==> src/rtl/checker_somador_subtrator.sv <==
// checker_somador_subtrator: response monitor for a WIDTH-bit adder/subtractor.
// Recomputes the golden result, keeps saturating pass/fail counts and captures the first failure.
`default_nettype none

module checker_somador_subtrator #(
    parameter int WIDTH = 4,
    parameter int CNT_W = 8
) (
    input  logic                 clk,
    input  logic                 rst,
    input  logic                 clear,
    input  logic                 in_valid,
    output logic                 in_ready,
    input  logic [WIDTH-1:0]     A,
    input  logic [WIDTH-1:0]     B,
    input  logic                 sub,
    input  logic [WIDTH-1:0]     Result,
    input  logic                 C_out,
    output logic                 mismatch,
    output logic [CNT_W-1:0]     pass_cnt,
    output logic [CNT_W-1:0]     fail_cnt,
    output logic                 err_sticky,
    output logic [4*WIDTH+2:0]   fail_info
);

    localparam logic [CNT_W-1:0] CNT_MAX = '1;

    typedef enum logic {
        S_OK   = 1'b0,
        S_FAIL = 1'b1
    } state_t;

    state_t state;

    logic             accept;
    logic [WIDTH-1:0] b_eff;
    logic [WIDTH:0]   golden;

    logic             s1_valid;
    logic             s1_sub;
    logic [WIDTH-1:0] s1_a;
    logic [WIDTH-1:0] s1_b;
    logic [WIDTH-1:0] s1_r;
    logic             s1_c;
    logic [WIDTH:0]   s1_exp;
    logic             s1_bad;

    // Ready drops while reset is held and during the clear cycle, so those samples are dropped.
    assign in_ready = ~rst & ~clear;
    assign accept   = in_valid & in_ready;

    // Subtraction is A + ~B + 1, so the carry out means "no borrow".
    always_comb begin
        b_eff  = sub ? ~B : B;
        golden = {1'b0, A} + {1'b0, b_eff} + {{WIDTH{1'b0}}, sub};
    end

    always_ff @(posedge clk or posedge rst) begin
        if (rst) begin
            s1_valid <= 1'b0;
            s1_sub   <= 1'b0;
            s1_a     <= '0;
            s1_b     <= '0;
            s1_r     <= '0;
            s1_c     <= 1'b0;
            s1_exp   <= '0;
        end else if (clear) begin
            s1_valid <= 1'b0;
        end else begin
            s1_valid <= accept;
            if (accept) begin
                s1_sub <= sub;
                s1_a   <= A;
                s1_b   <= B;
                s1_r   <= Result;
                s1_c   <= C_out;
                s1_exp <= golden;
            end
        end
    end

    // Case inequality makes unknown DUT outputs count as failures in simulation.
    assign s1_bad = ({s1_c, s1_r} !== s1_exp);

    always_ff @(posedge clk or posedge rst) begin
        if (rst) begin
            state      <= S_OK;
            mismatch   <= 1'b0;
            pass_cnt   <= '0;
            fail_cnt   <= '0;
            err_sticky <= 1'b0;
            fail_info  <= '0;
        end else if (clear) begin
            state      <= S_OK;
            mismatch   <= 1'b0;
            pass_cnt   <= '0;
            fail_cnt   <= '0;
            err_sticky <= 1'b0;
            fail_info  <= '0;
        end else begin
            mismatch <= 1'b0;
            if (s1_valid) begin
                if (s1_bad) begin
                    mismatch <= 1'b1;
                    if (fail_cnt != CNT_MAX) begin
                        fail_cnt <= fail_cnt + 1'b1;
                    end
                    // Only the first failure is captured; later ones just count.
                    if (state == S_OK) begin
                        fail_info  <= {s1_sub, s1_a, s1_b, s1_c, s1_r, s1_exp};
                        err_sticky <= 1'b1;
                        state      <= S_FAIL;
                    end
                end else if (pass_cnt != CNT_MAX) begin
                    pass_cnt <= pass_cnt + 1'b1;
                end
            end
        end
    end

endmodule

`default_nettype wire
==> config.mk <==
export PLATFORM = sky130hd
export DESIGN_NAME = checker_somador_subtrator
export DESIGN_NICKNAME = d
export VERILOG_FILES = /design/src/rtl/checker_somador_subtrator.sv
export SDC_FILE = /design/constraint.sdc
export NUM_CORES = 1
export LEC_CHECK = 0
export BUFFER_PORTS_ARGS = -buffer_cell sky130_fd_sc_hd__buf_2
export CORE_MARGIN = 1.5
export CORE_UTILIZATION = 54
export DETAILED_ROUTE_END_ITERATION = 7
export GPL_TIMING_DRIVEN = 0
export HOLD_SLACK_MARGIN = 0.05
export MAX_ROUTING_LAYER = met4
export PLACE_DENSITY = 0.76
export RECOVER_POWER = 25
export SETUP_SLACK_MARGIN = 0.05
export SLEW_MARGIN = 40
export SYNTH_ARGS = -nofsm -noshare
export SYNTH_HDL_FRONTEND = slang
export SYNTH_SLANG_ARGS = --single-unit
==> constraint.sdc <==
create_clock -name clk -period 2.25 [get_ports clk]
set_input_delay 0.45 -clock clk [delete_from_list [all_inputs] [get_ports clk]]
set_output_delay 0.45 -clock clk [all_outputs]
set_load 0.02 [all_outputs]
==> summary.md, run 1 <==
| Metric | Value |
|---|---|
| Status | `finished, final reports clean` |
| WL/cell | `approximately 15 microns` |
| Met3 Use GR | `0.0515` |
| Cell Pwr Density | `around 780 nW/um^2` |
| Htree depth | `3` |
| Reg-to-reg startpoint | `s1_c` |
| Final Non-Filler Cells | `394` |
| Crit. End Element | `flop` |
| ANT cells | `0` |
| Chip width | `approximately 75 microns` |
| CP startpoint kind | `flop` |
| Min Hold Slack | `about 0.19 ns` |
| Syn-to-layout area delta | `19.8%` |
| Seq/Total Area, Yosys | `0.525` |
| Total gr overflow | `0` |
| Slew Limit Fails | `0` |
| Port Buffer Count | `55` |
| Top Usage Layer GRT | `met2` |
| Critical Path Start | `s1_c` |
| Die span in y | `roughly 75 microns` |
| Mapped Area | `roughly 2800 sq um` |
| Hold Buf Count CTS | `0` |
| Die Area | `~5600 sq um` |
| Clock Root Buffer | `clkbuf_8` |
| Post-synthesis area per instance | `roughly 11 sq um` |
| Fmax | `532 MHz` |
| Minimum clock period | `1.88 ns` |
| Gr usage total | `0.244` |
| Layout cells sized above 1 | `0.333` |
| Static Leakage | `around 1.6 nW` |
| Final worst slack | `approximately 0.37 ns` |
| Unrepaired setup endpoints after global routing | `false` |
| Drt pass-1 iters | `4` |
| Largest net degree at the start of global routing | `45` |
| M1 GR Usage | `0.315` |
| CTS tree | `built` |
| CP Cell Sequence | `xnor2_1 > nand4_4 > nor3_4 > nand3_2 > mux2_4` |
| Final hold viol count | `0` |
| Crit Path Category | `flop to flop` |
| Mapped Cells | `around 260` |
| Slew at the pin closest to its max-slew limit | `1.06 ns` |
| Setup TNS | `0 ns` |
| Fin nets | `about 350` |
| Distinct cells, synth | `38` |
| Clk_skew | `roughly 0.0064 ns` |
| Min-Delay Path Class | `input port to asynchronous set/reset pin` |
| Inst Count DP | `approximately 380` |
| CTS sink cnt | `between 50 and 60` |
| Post-route cell area | `between 3000 and 4000 sq um` |
| DRT Wirelength | `~5900 microns` |
| Critical Path RT | `roughly 2.5 ns` |
| Final Setup Violations | `0` |
| Buf/Inv on CP | `0` |
| Vias | `~2,100` |
| Crit share post-route | `0.835` |
| Clock Latency Late Sink | `~0.34 ns` |
| CTS buffer count | `9` |
| Worst-path clk slew | `around 0.070 ns` |
| Max_cap viols | `0` |
| First-iteration detailed-routing DRC count | `about 170` |
| Antenna Nets Post-Route | `0` |
| Met2 Use GR | `0.370` |
| Antenna violations before repair | `0` |
| Dpl cell area | `~3100 sq um` |
| Place WS | `approximately 0.23 ns` |
| Slew Limit Headroom | `0.296` |
| Post-CTS Resized | `0` |
| CORE AREA | `between 4000 and 5000 sq um` |
| IO Pins | `56` |
| Row cnt | `25` |
| Data arrival, critical path | `between 2 and 2.5 ns` |
| Crit-path max cell delay | `roughly 0.42 ns` |
| Worst-path maximum fanout | `9` |
| Worst-case clock buffer depth | `2` |
| Final RePlAce weighted congestion | `a little over 0.8` |
| Starting Density | `0.574` |
| First-pass GRT wire length | `around 9500 microns` |
| Dpl hpwl | `4100 microns` |
| Vias/cell | `5.32` |
| Max VDD drop | `~0.00053 V` |
| Post-synth net total | `roughly 280` |
| DRC | `0` |
| Vias in the first global route | `slightly below 2,000` |
| Setup Fix Bufs, Post-CTS | `0` |
| Yosys warns | `0` |
| Top Family by Delay on Critical Path | `simple AND/OR/NAND/NOR gates` |
| Cell with the largest stage delay on the worst path | `dfrtp_1` |
| Register bit total from synthesis | `58` |
layout make-up:
cell class                 count  area, sq um
timing repair buffer          56          279
buffer                        10         50.0
sequential                    58         1450
inverter                       6         23.8
multi-input combinational    181         1240
clock inverter                 2         10.0
tap                           67         83.8
fill                         432         1510
clock buffer                  14          173
cells in the mapped netlist:
library cell | number | area [sq um]
dfrtp_1 | 58 | 1450
o211ai_1 | 2 | 15.0
xnor2_2 | 4 | 65.1
o31ai_1 | 1 | 7.51
a21o_1 | 2 | 15.0
and4_4 | 1 | 11.3
nor4_1 | 1 | 6.26
nand2_1 | 43 | 161
nand4_4 | 1 | 21.3
o311ai_4 | 1 | 26.3
fa_1 | 1 | 20.0
a21oi_2 | 1 | 8.76
a21oi_1 | 30 | 150
a21boi_1 | 1 | 7.51
o21ai_4 | 1 | 16.3
and3_1 | 2 | 12.5
nand2b_1 | 1 | 6.26
ha_1 | 5 | 62.6
a31o_2 | 2 | 17.5
nand3_2 | 1 | 10.0
mux2_2 | 20 | 225
buf_2 | 4 | 20.0
mux2i_1 | 2 | 20.0
nor3_1 | 3 | 15.0
o21ai_1 | 1 | 5.00
nor2b_1 | 5 | 31.3
nand4_1 | 4 | 25.0
nand3_1 | 3 | 15.0
o21ai_0 | 1 | 5.00
and2_1 | 2 | 12.5
nor3_4 | 1 | 16.3
xnor2_1 | 11 | 96.3
nor2_1 | 22 | 82.6
inv_1 | 6 | 22.5
mux2_4 | 1 | 15.0
buf_6 | 1 | 11.3
xor2_1 | 4 | 35.0
clkbuf_1 | 5 | 18.8
worst reg2reg max path, cell delays in order, from the launching register on:
cell	delay [ns]
dfrtp_1	0.42
xnor2_1	0.34
nand4_4	0.25
nor3_4	0.33
nand3_2	0.12
mux2_4	0.31
flip-flops by register name, summed over array words and instances, names as in the netlist, 4 cells and up:
name	flops
fail_info	19
pass_cnt	8
s1_exp	5
s1_b	4
s1_a	4
fail_cnt	8
s1_r	4
layout by cell type, fill, tap and decap left out, types with 8 or more instances in the layout:
| cell | instances |
|---|---|
| a21oi_1 | 30 |
| mux2_2 | 20 |
| nand2_1 | 43 |
| dfrtp_1 | 58 |
| nor2_1 | 22 |
| xnor2_1 | 11 |
| clkbuf_8 | 12 |
| clkbuf_1 | 8 |
| buf_2 | 58 |
per-stage QoR:
| step | utilization | power, W |
|---|---|---|
| after detailed placement | 0.653 | 0.00170 |
| after global placement | 0.648 | 0.00168 |
| after floorplan | - | 0.00157 |
| after global routing | 0.687 | 0.00269 |
| final | 0.687 | 0.00257 |
| after CTS | 0.691 | 0.00259 |
kinds of logic (layout without fill, tap and decap cells):
logic type | after synthesis | count (layout) | share of synthesized area
xor gates and xnor gates | 19 | 19 | 0.0711
AOI/OAI and AO/OA | 43 | 43 | 0.0991
DFF | 58 | 58 | 0.525
and+or+nand+nor | 90 | 90 | 0.154
adders and majority gates | 6 | 6 | 0.0299
muxes | 23 | 23 | 0.0942
buffers and inverters | 16 | 88 | 0.0263
power breakdown:
part / internal, W / total, W / switching, W
Clock: 0.000487 / 0.000892 / 0.000404
Sequential: 0.00114 / 0.00123 / 0.0000911
Combinational: 0.000198 / 0.000446 / 0.000248
Total: 0.00183 / 0.00257 / 0.000744
path summary, 6_finish.rpt:
check	to	depth (start not counted)	slack, ns
setup / recovery	pass_cnt[5]	5	0.37
hold / removal	pass_cnt[5]	2	0.19
setup reg to reg	pass_cnt[5]	5	0.37
hold reg to reg	err_sticky	2	0.51
max in group asynchronous	fail_cnt[7]	3	0.64
min in group clk	s1_r[1]	2	0.34
metal layers:
metal,vias up,part of all wire
li1,995,-
met1,1032,0.45
met2,58,0.49
met3,10,0.044
met4,0,0.019
met5,-,0
(Power assumes the default switching activity.)
==> inputs of run 2 (changes only) <==
Settings changed: CORE_UTILIZATION 54 to 49, PLACE_DENSITY 0.76 to 0.72.
Clock period 2.25 ns to 1.5 ns, I/O delays scaled along.
==> run 2 against run 1 <==
Compared with the run above:
- the run now ends with setup timing left
- flip-flop and latch count did not move
- cell count rose by 9.1%
- sequential share of layout area fell by 6.6 points
- core utilization rose by 3.4 points
- final area rose by 19%
- global-route usage rose by 0.29 points
- worst hold slack got worse by 0.0036 ns
- clock power rose by 47%
- first-iteration DRC count fell by 27%
- non-clock buffer count rose by 31
- maximum frequency rose by 12%
- clock-buffer cell count fell by 4
- highest routed layer unchanged
==> summary.md, run 2 (synthesis results as in run 1) <==
| Metric | Value |
|---|---|
| ANT cells | `0` |
| Clock Root Buffer | `clkbuf_8` |
| Drt pass-1 iters | `4` |
| Most frequent cells in the layout | `54 x buf_2, 44 x dfrtp_1, 27 x nand2_1, 24 x buf_4, 21 x a21oi_2` |
| Failing checks | `setup timing` |
| Reg-to-reg startpoint | `s1_r[1]` |
| Syn-to-layout area delta | `42.7%` |
| Hold path start | `Result[3]` |
| Total gr overflow | `0` |
| Slew at the pin closest to its max-slew limit | `0.793 ns` |
| Gr usage total | `0.247` |
| Regs by FF count | `fail_info x19, fail_cnt x8, pass_cnt x8` |
| Htree depth | `3` |
| First-iteration detailed-routing DRC count | `122` |
| Dpl hpwl | `between 4000 and 5000 microns` |
| Data arrival, critical path | `1.94 ns` |
| Die span in y | `78.1 microns` |
| Crit Path Category | `flop to flop` |
| Crit-path max cell delay | `between 0.4 and 0.5 ns` |
| Minimum clock period | `1.67 ns` |
| Unrepaired setup endpoints after global routing | `true` |
| CORE AREA | `about 5500 sq um` |
| Reg-to-reg endpoint | `fail_info[8]` |
| Final worst slack | `-0.173 ns` |
| CTS tree | `built` |
| WL/cell | `around 16 microns` |
| Slew Limit Fails | `0` |
| Cell Pwr Density | `1050 nW/um^2` |
| CP Cell Sequence | `xnor2_2 > nand4_4 > o21ai_4 > buf_6 > buf_6 > nand2_2 > a21oi_2` |
| Vias/cell | `approximately 5.3` |
| Worst-case clock buffer depth | `2` |
| FF-to-FF setup slack | `-0.17 ns` |
| Layout cells sized above 1 | `0.587` |
| Dpl cell area | `roughly 3300 sq um` |
| Max_cap viols | `0` |
| Buf/Inv on CP | `2` |
| Setup TNS | `-3.46 ns` |
| Worst-path clk slew | `approximately 0.07 ns` |
| Hold endpoint | `s1_r[3]` |
| Min-Delay Path Class | `input port to flop` |
| First-pass GRT wire length | `10,900 microns` |
| IO Pins | `56` |
| Crit share post-route | `1.12` |
| DRT Wirelength | `a little under 7000 microns` |
| Final RePlAce weighted congestion | `0.843` |
| Vias | `between 2,000 and 2,500` |
| Most common cell after layout, fill and taps aside | `buf_2` |
| CP startpoint kind | `flop` |
| Starting Density | `0.505` |
| Post-route cell area | `around 3900 sq um` |
| Top Family by Delay on Critical Path | `flip-flops` |
| Chip width | `around 80 microns` |
| CTS buffer count | `9` |
| Fin nets | `between 300 and 400` |
| CTS sink cnt | `58` |
| Worst r2r path cells | `7` |
| Largest net degree at the start of global routing | `25` |
| Final Setup Violations | `37` |
| DRC | `0` |
| Worst-path maximum fanout | `7` |
| Fmax | `about 600 MHz` |
| Max VDD drop | `0.000738 V` |
| Static Leakage | `1.76 nW` |
| Largest register FFs | `19` |
| Status | `complete, but fails checks` |
| Clock Latency Late Sink | `0.35 ns` |
| Antenna violations before repair | `0` |
| Clk_skew | `slightly above 0.007 ns` |
| Cell with the largest stage delay on the worst path | `dfrtp_1` |
| Most common cell on crit path | `buf_6` |
| Hold-critical path depth | `2` |
| Crit. End Element | `flop` |
| Antenna Nets Post-Route | `0` |
| Min Hold Slack | `about 0.18 ns` |
| Largest register by flop count | `fail_info` |
| Critical Path RT | `1.77 ns` |
| Row cnt | `27` |
| Utilization after layout | `0.721` |
| Vias in the first global route | `around 2,300` |
| Final hold viol count | `0` |
| Port Buffer Count | `between 50 and 60` |
| Die Area | `roughly 6000 sq um` |
| Slew Limit Headroom | `0.472` |
==> run 2: cell count changes in the layout (fill, tap and decap cells not counted), moves of 3 or more <==
cell and delta:
dfrtp_2 +14, buf_2 -4, clkinvlp_4 +5, a21oi_1 -22
dfrtp_1 -14, nor2_1 -3, buf_6 +8, a21oi_2 +20
nand2_1 -16, buf_4 +24, nand2_4 +4, nand2_2 +12
==> run 2: area by class of cell <==
class	count	area (sq um)
well taps	72	90.1
fillers	399	1530
inverters	6	23.8
plain buffers	10	61.3
clock buffers	10	138
multi-input cells	181	1550
clock inverters	6	42.5
repair buffers	87	576
flip-flops and latches	58	1470
==> run 2: per-layer routing <==
| layer | GRT usage | share of wire | up-vias |
|---|---|---|---|
| li1 | - | - | 1067 |
| met1 | 0.308 | 0.42 | 1121 |
| met2 | 0.390 | 0.51 | 77 |
| met3 | 0.0535 | 0.055 | 14 |
| met4 | 0.109 | 0.020 | 0 |
| met5 | - | 0 | - |
==> run 2: how the worst max path moves through the flow <==
stage	startpoint	end	slack (ns)	cells past startpoint
2_1_floorplan	s1_r[3]	pass_cnt[5]	-0.12	5
3_3_place_gp	s1_exp[0]	pass_cnt[5]	-0.26	5
3_5_place_dp	s1_exp[0]	pass_cnt[5]	-0.27	5
4_1_cts	s1_r[1]	pass_cnt[5]	-0.14	5
5_1_grt	s1_r[1]	fail_info[3]	-0.21	7
6_report	s1_r[1]	fail_info[8]	-0.17	7
==> run 2: timing repair <==
item / 4_1_cts / 5_1_grt
pin swaps: 33 / 28
setup buffers: 21 / 7
endpoints found under the hold margin: 12 / 0
setup endpoints to repair: 35 / 37
gates cloned: 3 / 0
hold buffers: 1 / 0
gates resized for setup: 53 / 25
==> run 2: per-stage QoR <==
stage,worst slack [ns],std cells,power [W]
final,-0.173,430,0.00414
after floorplan,-0.120,255,0.00238
after global placement,-0.260,382,0.00255
after detailed placement,-0.271,384,0.00258
after global routing,-0.214,430,0.00432
after CTS,-0.141,425,0.00411
==> run 2: worst register-to-register path, stage by stage (launching register included) <==
cell and delay, ns:
dfrtp_1 0.42, xnor2_2 0.24, nand4_4 0.23, o21ai_4 0.26
buf_6 0.14, buf_6 0.12, nand2_2 0.05, a21oi_2 0.13
==> run 2: power breakdown <==
group          total [W]  switching (W)  internal [W]  leakage [nW]
Combinational   0.000964       0.000488      0.000475         0.939
Sequential       0.00187       0.000153       0.00171         0.741
Clock            0.00131       0.000669      0.000638        0.0765
Total            0.00414        0.00131       0.00283          1.76
